### src/rtl/sleep_cycle_scheduler.sv
// Wake/sleep cycle sequencer for the vital energy resource.
// Turns energy level, stimuli and a slow tick into registered inc/dec/fast/setval strobes.
module sleep_cycle_scheduler #(
  parameter logic [7:0] DROWSY_TH    = 8'd64,
  parameter logic [7:0] DEEP_TH      = 8'd160,
  parameter logic [7:0] WAKE_TH      = 8'd240,
  parameter logic [7:0] DROWSY_TICKS = 8'd8,
  parameter logic [7:0] WAKE_PERSIST = 8'd4,
  parameter logic [7:0] WAKE_TICKS   = 8'd2
) (
  input  logic       clk,
  input  logic       rst_n,
  input  logic       tick,
  input  logic [7:0] vital_energy,
  input  logic       vital_energy_zero,
  input  logic       wake_stimulus,
  input  logic       action_active,
  output logic       inc,
  output logic       dec,
  output logic       fast,
  output logic       setval,
  output logic       sleeping,
  output logic [2:0] sleep_state
);

  localparam int unsigned CNT_W   = 8;
  localparam int unsigned STATE_W = 3;
  localparam logic [7:0]  SETVAL_LEVEL = 8'd64;

  typedef enum logic [STATE_W-1:0] {
    ST_AWAKE  = 3'd0,
    ST_DROWSY = 3'd1,
    ST_ASLEEP = 3'd2,
    ST_DEEP   = 3'd3,
    ST_WAKING = 3'd4
  } state_t;

  state_t             state_q, state_d;
  logic [CNT_W-1:0]   cnt_q, cnt_d;
  logic               inc_d, dec_d, fast_d, setval_d;
  logic               sleeping_d;

  // Terminal counts for the dwell counter in each timed state
  logic [CNT_W-1:0]   drowsy_last, persist_last, waking_last;
  assign drowsy_last  = DROWSY_TICKS - CNT_W'(1);
  assign persist_last = WAKE_PERSIST - CNT_W'(1);
  assign waking_last  = WAKE_TICKS - CNT_W'(1);

  // State, dwell counter and strobe registers
  always_ff @(posedge clk or negedge rst_n) begin
    if (!rst_n) begin
      state_q  <= ST_AWAKE;
      cnt_q    <= '0;
      inc      <= 1'b0;
      dec      <= 1'b0;
      fast     <= 1'b0;
      setval   <= 1'b0;
      sleeping <= 1'b0;
    end else begin
      state_q  <= state_d;
      cnt_q    <= cnt_d;
      inc      <= inc_d;
      dec      <= dec_d;
      fast     <= fast_d;
      setval   <= setval_d;
      sleeping <= sleeping_d;
    end
  end

  assign sleep_state = state_q;

  // Next-state and strobe decode; everything holds except on tick cycles
  always_comb begin
    state_d  = state_q;
    cnt_d    = cnt_q;
    inc_d    = 1'b0;
    dec_d    = 1'b0;
    fast_d   = 1'b0;
    setval_d = 1'b0;

    if (tick) begin
      unique case (state_q)
        ST_AWAKE: begin
          dec_d  = 1'b1;
          fast_d = action_active;
          if (vital_energy_zero) begin
            state_d = ST_ASLEEP;
            cnt_d   = '0;
          end else if (vital_energy < DROWSY_TH) begin
            state_d = ST_DROWSY;
            cnt_d   = '0;
          end
        end

        ST_DROWSY: begin
          dec_d = 1'b1;
          if (vital_energy_zero) begin
            state_d = ST_ASLEEP;
            cnt_d   = '0;
          end else if (wake_stimulus) begin
            state_d = ST_AWAKE;
            cnt_d   = '0;
          end else if (cnt_q == drowsy_last) begin
            state_d = ST_ASLEEP;
            cnt_d   = '0;
          end else begin
            cnt_d = cnt_q + CNT_W'(1);
          end
        end

        ST_ASLEEP: begin
          inc_d = 1'b1;
          if (wake_stimulus) begin
            state_d = ST_WAKING;
            cnt_d   = '0;
          end else if (vital_energy >= DEEP_TH) begin
            state_d = ST_DEEP;
            cnt_d   = '0;
          end
        end

        ST_DEEP: begin
          inc_d  = 1'b1;
          fast_d = 1'b1;
          if (vital_energy >= WAKE_TH) begin
            state_d = ST_WAKING;
            cnt_d   = '0;
          end else if (wake_stimulus) begin
            if (cnt_q == persist_last) begin
              state_d = ST_WAKING;
              cnt_d   = '0;
              // A forced wake from low energy reloads the resource instead of stepping it
              if (vital_energy < SETVAL_LEVEL) begin
                setval_d = 1'b1;
                inc_d    = 1'b0;
                fast_d   = 1'b0;
              end
            end else begin
              cnt_d = cnt_q + CNT_W'(1);
            end
          end else begin
            cnt_d = '0;
          end
        end

        ST_WAKING: begin
          if (cnt_q == waking_last) begin
            state_d = ST_AWAKE;
            cnt_d   = '0;
          end else begin
            cnt_d = cnt_q + CNT_W'(1);
          end
        end

        default: begin
          state_d = ST_AWAKE;
          cnt_d   = '0;
        end
      endcase
    end

    sleeping_d = (state_d == ST_ASLEEP) || (state_d == ST_DEEP);
  end

  // Strobe exclusivity guarantees seen by the resource counter
  always_ff @(posedge clk) begin
    if (rst_n) begin
      assert (!(inc && dec));
      assert (!fast || inc || dec);
      assert (!setval || (!inc && !dec));
    end
  end

endmodule

### config.mk
export PLATFORM = sky130hd
export DESIGN_NAME = sleep_cycle_scheduler
export DESIGN_NICKNAME = d
export VERILOG_FILES = /design/src/rtl/sleep_cycle_scheduler.sv
export SDC_FILE = /design/constraint.sdc
export NUM_CORES = 1
export LEC_CHECK = 0
export CAP_MARGIN = 10
export CORE_MARGIN = 3
export CORE_UTILIZATION = 50
export CTS_CLUSTER_DIAMETER = 60
export DETAILED_ROUTE_END_ITERATION = 8
export PLACE_DENSITY = 0.78
export SLEW_MARGIN = 20
export SYNTH_ARGS = -nofsm -noshare
export SYNTH_HDL_FRONTEND = slang
export SYNTH_SLANG_ARGS = --single-unit
### constraint.sdc
create_clock -name clk -period 2.4 [get_ports clk]
set_clock_uncertainty 0.2 [all_clocks]
set_input_delay 0.6 -clock clk [delete_from_list [all_inputs] [get_ports clk]]
set_output_delay 0.6 -clock clk [all_outputs]
set_load 0.02 [all_outputs]
; ---- Yosys cells after proc, flatten, opt, wreduce, memory -nomap -nowiden
; Cells that the tools add are included.
; W data, S select, Z words.
[op_classes]
order_cmp = 3
reduce_logical = 4
eq_ne = 11
mux = 41
add_sub_neg = 1
[ops]
columns = cell, count
row1 = $mux W8, 11
row2 = $pmux W8 S5, 1
row3 = $mux W3, 12
row4 = $ge A8 B8 Y1 const B, 2
row5 = $pmux W3 S5, 1
row6 = $mux W1, 14
row7 = $eq A3 B2 Y1 const B, 4
row8 = $add A8 B1 Y8 const B, 1
row9 = $eq A8 B1 Y1 const B, 1
row10 = $eq A8 B2 Y1 const B, 1
row11 = $eq A8 B3 Y1 const B, 1
row12 = $lt A8 B7 Y1 const B, 1
row13 = $ne A3 B3 Y1 const B, 2
row14 = $pmux W1 S2, 2
row15 = $eq A3 B1 Y1 const B, 1
row16 = $eq A3 B3 Y1 const B, 1
row17 = $logic_not A3 Y1, 1
row18 = $reduce_and A3 Y1, 1
row19 = $reduce_or A2 Y1, 1
row20 = $logic_or A1 B1 Y1, 1
[totals]
wordCells = 67
inputBits = 14
register_bits = 16

; ---- Depth between registers and ports, before layout
; Gate-level depths: netlist of run 1.
[depth]
word_depth = 8
depth_mapped = 7

; ---- Worst setup path after synthesis of run 1
; Ideal clock, no wire load.
[synth_path]
path_type = reg-to-reg
from = reg state_q[2], in the netlist sleep_state[2]
to = reg cnt_q[2]
path_stages_with_launch = 7
n_path_buf = 1
period_less_slack_ns = 2.019
setup_ns = 0.086
t_arrival_ns = 1.733
setup_slack_ns = 0.381
path_cell_list = dfrtp_1 buf_6 or2_4 o41a_1 and2_4 mux2i_1 nor3_1
[synth_via]
elab_chain_cells = 3
word_cells_on_any_way = 9
cone_classes = eq/ne (6) / mux (1) / reduce/logical (2)
[synth_lines]
columns = item, line
row1 = start: declaration, 38  ; state_t state_q, state_d;
row2 = start signal: assignment, 60  ; state_q <= state_d;
row3 = $eq A3 B2 Y1 or $logic_not A3 Y1 (tied branches), 82  ; unique case (state_q)
row4 = $ne A3 B3 Y1 (no source line), n/a
row5 = $reduce_and A3 Y1 (no source line), n/a
row6 = end signal: assignment, 61  ; cnt_q <= cnt_d;
row7 = end: declaration, 39  ; logic [CNT_W-1:0] cnt_q, cnt_d;
; Parallel ways exist; a longest one is shown, timed or not.
; A chain may end at the register's enable or synchronous reset.

; ---- Final worst setup path of run 1
[layout_path]
from = reg state_q[2], in the netlist sleep_state[2]
to = out sleep_state[2]
[layout_rtl]
columns = item, line
row1 = end: declaration, 23  ; output logic [2:0] sleep_state
; No word-level cell between the ends.

==> key figures, run 1 <==
Clock network
  • Clk sink count: 16
  • Worst skew pair latency: 0.28 ns
  • Clock Path Buffers: 2
  • CTS tree: built
  • Reg clk slew, reported paths: 0.10 ns
  • Root Driver: clkbuf_4
  • H-tree depth: 1
  • Num CTS Buffers: 3

Placed design
  • Placed cell areas: 1320 um2
  • # port buffers: 17
  • Final HPWL DP: 1.88 mm
  • Final estimated routing congestion in global placement: 0.887

Cells and area
  • Area occupied by multi-input gates: 632 um2
  • Final Cell Area: 1360 um2
  • Share of cells above drive strength 1: 22.9%
  • Fill count: 149
  • Register Area: 403 um2
  • Diode count: 0
  • Area Growth Syn to Fin: 27.9%
  • Nets: 161

Global routing
  • Initial antenna violation count: 0
  • Global Route Usage Sum: 20.7%
  • Number of global-route vias before repair: 958
  • First-pass GRT wire length: 4.11 mm
  • Aggregate global routing overflow: 0
  • Pin count of the biggest net entering global routing: 17

Timing
  • Min Hold Slack: 0.343 ns
  • Unrepaired setup endpoints after global routing: false
  • Final setup fails: 0
  • Headroom to the max-slew limit: 76.1%
  • Fin crit period: 2.32 ns
  • Max Fclk: 430 MHz
  • Setup TNS: 0 ns
  • Fin crit share: 96.8%
  • Slew Limit Fails: 0
  • Slew @ Worst Pin: 0.357 ns
  • Hold Vio Cnt, Final: 0

Synthesis
  • Ys flop type: dfrtp_1
  • Synthesis-stage register bit count: 16
  • Cells after Synth: 116
  • Mapped Nets: 132
  • Sequential cell area fraction in the yosys report: 37.7%
  • Syn. warnings: 0
  • Post-synth EDFFs: 0
  • Mapped Area: 1060 um2
  • Unique masters post-synth: 43
  • Avg Inst Size Synth: 9.15 um2
  • Post-synth ARST share: 100%

Worst setup path
  • Max stage delay cell, worst path: clkdlybuf4s50_1
  • Worst EP required: 1.60 ns
  • CP Cell Sequence: clkdlybuf4s50_1
  • Critical path class: flip-flop to output port
  • CP Buf/Inv Count: 1
  • Crit path max-delay family: buffers and inverters
  • WP data arrival: 1.52 ns
  • CP peak stage delay: 0.68 ns
  • Worst Setup Start Kind: flip-flop
  • Worst Setup End Kind: output port
  • CP Max Fanout: 11

Die
  • Die area: 2710 um2
  • Die width: 52.1 um
  • Initial core utilization: 53.5%
  • Die height: 52.1 um
  • Num rows: 16
  • Core region area: 1980 um2
  • IO Count: 22

Pwr
  • Static Leakage: 0.533 nW
  • PwrDens: 887 nW/um2
  • Tot Pwr: 1.20 mW
  • Worst VDD drop: 474 uV

Route
  • Pre-Repair DR Iteration Count: 4
  • WL final: 2.48 mm
  • Antenna-violating nets left: 0
  • DRC Markers: 0
  • DR vias/cell: 5.78
  • Avg WL per Cell: 14.5 um
  • DR iter-0 viols: 26
  • Via count: 989

Worst hold path
  • Hold crit path type: flip-flop to flip-flop

Outcome
  • Status: completed

Job
  • Total of max-cap violations: 0
worst paths after layout:
kind,start,slack (ns),cells after the start,to
setup / recovery,sleep_state[2],0.08,1,sleep_state[2]
hold / removal,cnt_q[0],0.34,1,cnt_q[0]
setup reg to reg,cnt_q[7],0.31,5,cnt_q[7]
hold reg to reg,cnt_q[0],0.34,1,cnt_q[0]
max in group asynchronous,rst_n,1.37,2,sleep_state[1]
min in group asynchronous,rst_n,0.43,2,inc
logic make-up after synthesis:
group	share of synthesized area [%]
compound gates	19.8
simple gates	36.4
buf+inv	2.71
mux	0.943
flops	37.7
fa+ha+maj	2.36
per-layer routing:
layer | global-route usage, % | wire (um) | up-vias
li1 | - | - | 484
met1 | 22.9 | 1070 | 468
met2 | 36.8 | 1250 | 33
met3 | 4.87 | 130 | 4
met4 | 9.61 | 26 | 0
met5 | 0 | 0 | -
Yosys cell counts, drive strengths merged (2+ instances only):
library cell | n | area share (%)
buf | 3 | 2.0
nand3 | 8 | 3.8
nor2b | 2 | 1.4
o21ai | 8 | 4.8
nand4 | 2 | 1.2
o211ai | 2 | 2.7
nor2 | 15 | 5.8
o22ai | 2 | 1.2
inv | 2 | 0.71
dfrtp | 16 | 38
nor3 | 8 | 7.9
ha | 2 | 2.4
nand2b | 4 | 2.4
a21oi | 5 | 2.4
or2 | 3 | 2.0
nand2 | 16 | 6.4
nand3b | 2 | 1.4
state kept, by name, indices dropped and copies added, names as in the netlist, named ones only:
name / cells
dec: 1
fast: 1
sleep_state: 2
cnt_q: 8
setval: 1
inc: 1
sleeping: 1
area by class of cell:
class / instances / share of cell area, %
timing repair buffer: 27 / 18.1
inverter: 2 / 0.553
clock buffer: 4 / 2.67
multi-input combinational: 95 / 46.5
sequential: 16 / 29.7
tap: 27 / 2.49
cells in the final DEF, fill, tap and decap left out, drive strengths merged, types with 2 or more instances in the layout:
| cell type | netlist | final |
|---|---|---|
| a21oi | 5 | 5 |
| ha | 2 | 2 |
| or2 | 3 | 3 |
| nor3 | 8 | 8 |
| dfrtp | 16 | 16 |
| nand4 | 2 | 2 |
| inv | 2 | 2 |
| nand3b | 2 | 2 |
| o22ai | 2 | 2 |
| clkdlybuf4s50 | 0 | 17 |
| nor2b | 2 | 2 |
| clkbuf | 0 | 4 |
| nand2 | 16 | 16 |
| o211ai | 2 | 2 |
| buf | 3 | 10 |
| nand2b | 4 | 4 |
| nor2 | 15 | 15 |
| o21ai | 8 | 8 |
| nand3 | 8 | 8 |
power by group:
group          internal (mW)  switching [mW]  total, mW
Sequential             0.331           0.104      0.434
Clock                 0.0923          0.0897      0.182
Combinational          0.274           0.313      0.587
through the flow:
stage / worst slack, ns / instances / utilization, %
after floorplan: 0.381 / 116 / -
after global placement: -0.0448 / 167 / 66.5
after detailed placement: -0.0879 / 167 / 66.5
after CTS: 0.0211 / 171 / 68.4
after global routing: 0.0266 / 171 / 68.5
final: 0.0762 / 171 / 68.5
timing repair:
action | in CTS | in global routing
gates resized for setup | 0 | 2
hold endpoints to repair | 0 | 0
hold buffers | 0 | 0
setup endpoints to repair | 0 | 2
setup buffers | 0 | 0
Note: power is estimated with default switching activity, not from simulation.
==> run 2: changes to the inputs <==
CORE_ASPECT_RATIO = 0.7   (was default)
==> run 2 against run 1 <==
Effect of this change:
- sequential share of layout area is 0.30 points higher
- sequential power is 1% lower
- worst hold slack better by 0.0025 ns
- die area is 0.33% higher
- critical path depth stayed put
- count of clock-buffer cells in the layout stayed put
- critical path type unchanged
- highest routed layer unchanged
==> key figures, run 2 (synthesis gave the netlist of run 1 again) <==
Route
  • WL met1: 1.22 mm
  • Pre-Repair DR Iteration Count: 4
  • Antenna-violating nets left: 0
  • Highest routed metal layer: met4
  • DR vias/cell: 5.91
  • Via count: 975
  • Met2 wire length: 1.14 mm
  • DRC Markers: 0
  • Avg WL per Cell: 15.7 um
  • WL final: 2.60 mm
  • DR iter-0 viols: 51
  • Metal3 WL: 198 um

Placed design
  • Final estimated routing congestion in global placement: 0.871
  • Place WS: -0.114 ns
  • Inst Count DP: 161
  • Final HPWL DP: 2.06 mm
  • Placed cell areas: 1310 um2
  • # port buffers: 17

Pwr
  • Switching power total: 0.517 mW
  • Net Sw Frac: 42.4%
  • Internal: 0.703 mW
  • PwrDens: 908 nW/um2
  • Worst VDD drop: 643 uV
  • Gate power share: 49.8%
  • Static Leakage: 0.529 nW
  • Clock power frac: 15.1%
  • Reg power frac: 35.1%

Global routing
  • Pin count of the biggest net entering global routing: 17
  • Initial antenna violation count: 0
  • Global Route Usage Sum: 22.9%
  • Aggregate global routing overflow: 0
  • Number of global-route vias before repair: 934
  • First-pass GRT wire length: 4.45 mm

Worst setup path
  • CP Max Fanout: 11
  • Max stage delay cell, worst path: clkdlybuf4s50_1
  • CP Cell Sequence: clkdlybuf4s50_1
  • Crit path max-delay family: buffers and inverters
  • WP data arrival: 1.52 ns
  • Critical path class: flip-flop to output port
  • Worst Setup End Kind: output port
  • CP peak stage delay: 0.68 ns
  • Worst Setup Start Kind: flip-flop
  • Worst EP required: 1.60 ns
  • CP Buf/Inv Count: 1

Timing
  • Unrepaired setup endpoints after global routing: false
  • Fin crit share: 96.9%
  • Hold Vio Cnt, Final: 0
  • Max Fclk: 430 MHz
  • Slew Limit Fails: 0
  • Fin crit period: 2.32 ns
  • Slew @ Worst Pin: 0.375 ns
  • Min Hold Slack: 0.345 ns
  • Final Worst Setup Slack: 0.0755 ns
  • Final setup fails: 0
  • Headroom to the max-slew limit: 75.0%

Die
  • IO Count: 22
  • Die width: 61.1 um
  • Num rows: 13
  • Die area: 2720 um2
  • Core region area: 1940 um2
  • Die height: 44.5 um
  • Initial core utilization: 54.8%

Clock network
  • Post-CTS Hold Buffers: 0
  • Number of setup buffers added after CTS: 0
  • Root Driver: clkbuf_4
  • Reg clk slew, reported paths: 0.09 ns
  • H-tree depth: 1
  • Worst skew pair latency: 0.30 ns
  • CTS tree: built
  • Clock Path Buffers: 2
  • Num CTS Buffers: 3
  • Clk sink count: 16

Cells and area
  • Final Non-Filler Cells: 165
  • Most frequent cells in the layout: clkdlybuf4s50_1 (17), nand2_1 (15), dfrtp_1 (14)
  • Share of cells above drive strength 1: 22.4%
  • Fill count: 158
  • Diode count: 0
  • Register Area: 403 um2
  • Max reg flops: 8
  • Area occupied by multi-input gates: 632 um2
  • Nets: 160
  • Final Cell Area: 1340 um2
  • Commonest non-fill, non-tap cell in the layout: clkdlybuf4s50_1
  • Largest register by flop count: cnt_q
  • Area Growth Syn to Fin: 26.7%

Worst hold path
  • Hold crit path type: flip-flop to flip-flop

Outcome
  • Status: completed

Job
  • Total of max-cap violations: 0
==> run 2: per-stage QoR <==
step	TNS, ns	power (mW)	utilization, %
after detailed placement	-0.486	1.03	67.4
after global routing	0	1.31	69.4
after global placement	-0.115	1.01	67.4
final	0	1.22	69.4
after CTS	0	1.22	69.3
after floorplan	0	0.830	-
==> run 2: area by class of cell <==
cell class              instances  share of cell area (%)
repair buffers                 26                    17.7
inverters                       2                   0.559
multi-input cells              95                    47.0
clock buffers                   4                    2.70
well taps                      22                    2.05
flip-flops and latches         16                    30.0
==> run 2: what timing repair did <==
item,in CTS,in global routing
setup endpoints to repair,0,2
gates resized for setup,0,2
endpoints found under the hold margin,0,0
==> run 2: path summary, 6_finish.rpt <==
kind,from,end,slack [ns],depth (start not counted)
hold / removal,cnt_q[1],cnt_q[1],0.35,2
max in group asynchronous,rst_n,sleep_state[1],1.38,2
hold reg to reg,cnt_q[1],cnt_q[1],0.35,2
setup reg to reg,cnt_q[7],cnt_q[6],0.21,6
min in group asynchronous,rst_n,inc,0.41,2
setup / recovery,sleep_state[2],sleep_state[2],0.08,1
==> run 2: power by group through the flow <==
stage | Sequential (mW) | Combinational, mW | Clock (mW)
after floorplan | 0.431 | 0.399 | 0
after global placement | 0.426 | 0.588 | 0
after detailed placement | 0.428 | 0.605 | 0
after CTS | 0.423 | 0.608 | 0.192
after global routing | 0.441 | 0.665 | 0.205
final | 0.428 | 0.607 | 0.184
==> run 2: metal layers <==
layer  GRT usage [%]  vias up
li1                -      482
met1            31.9      455
met2            32.5       31
met3            8.75        7
met4            7.36        0
met5               0        -
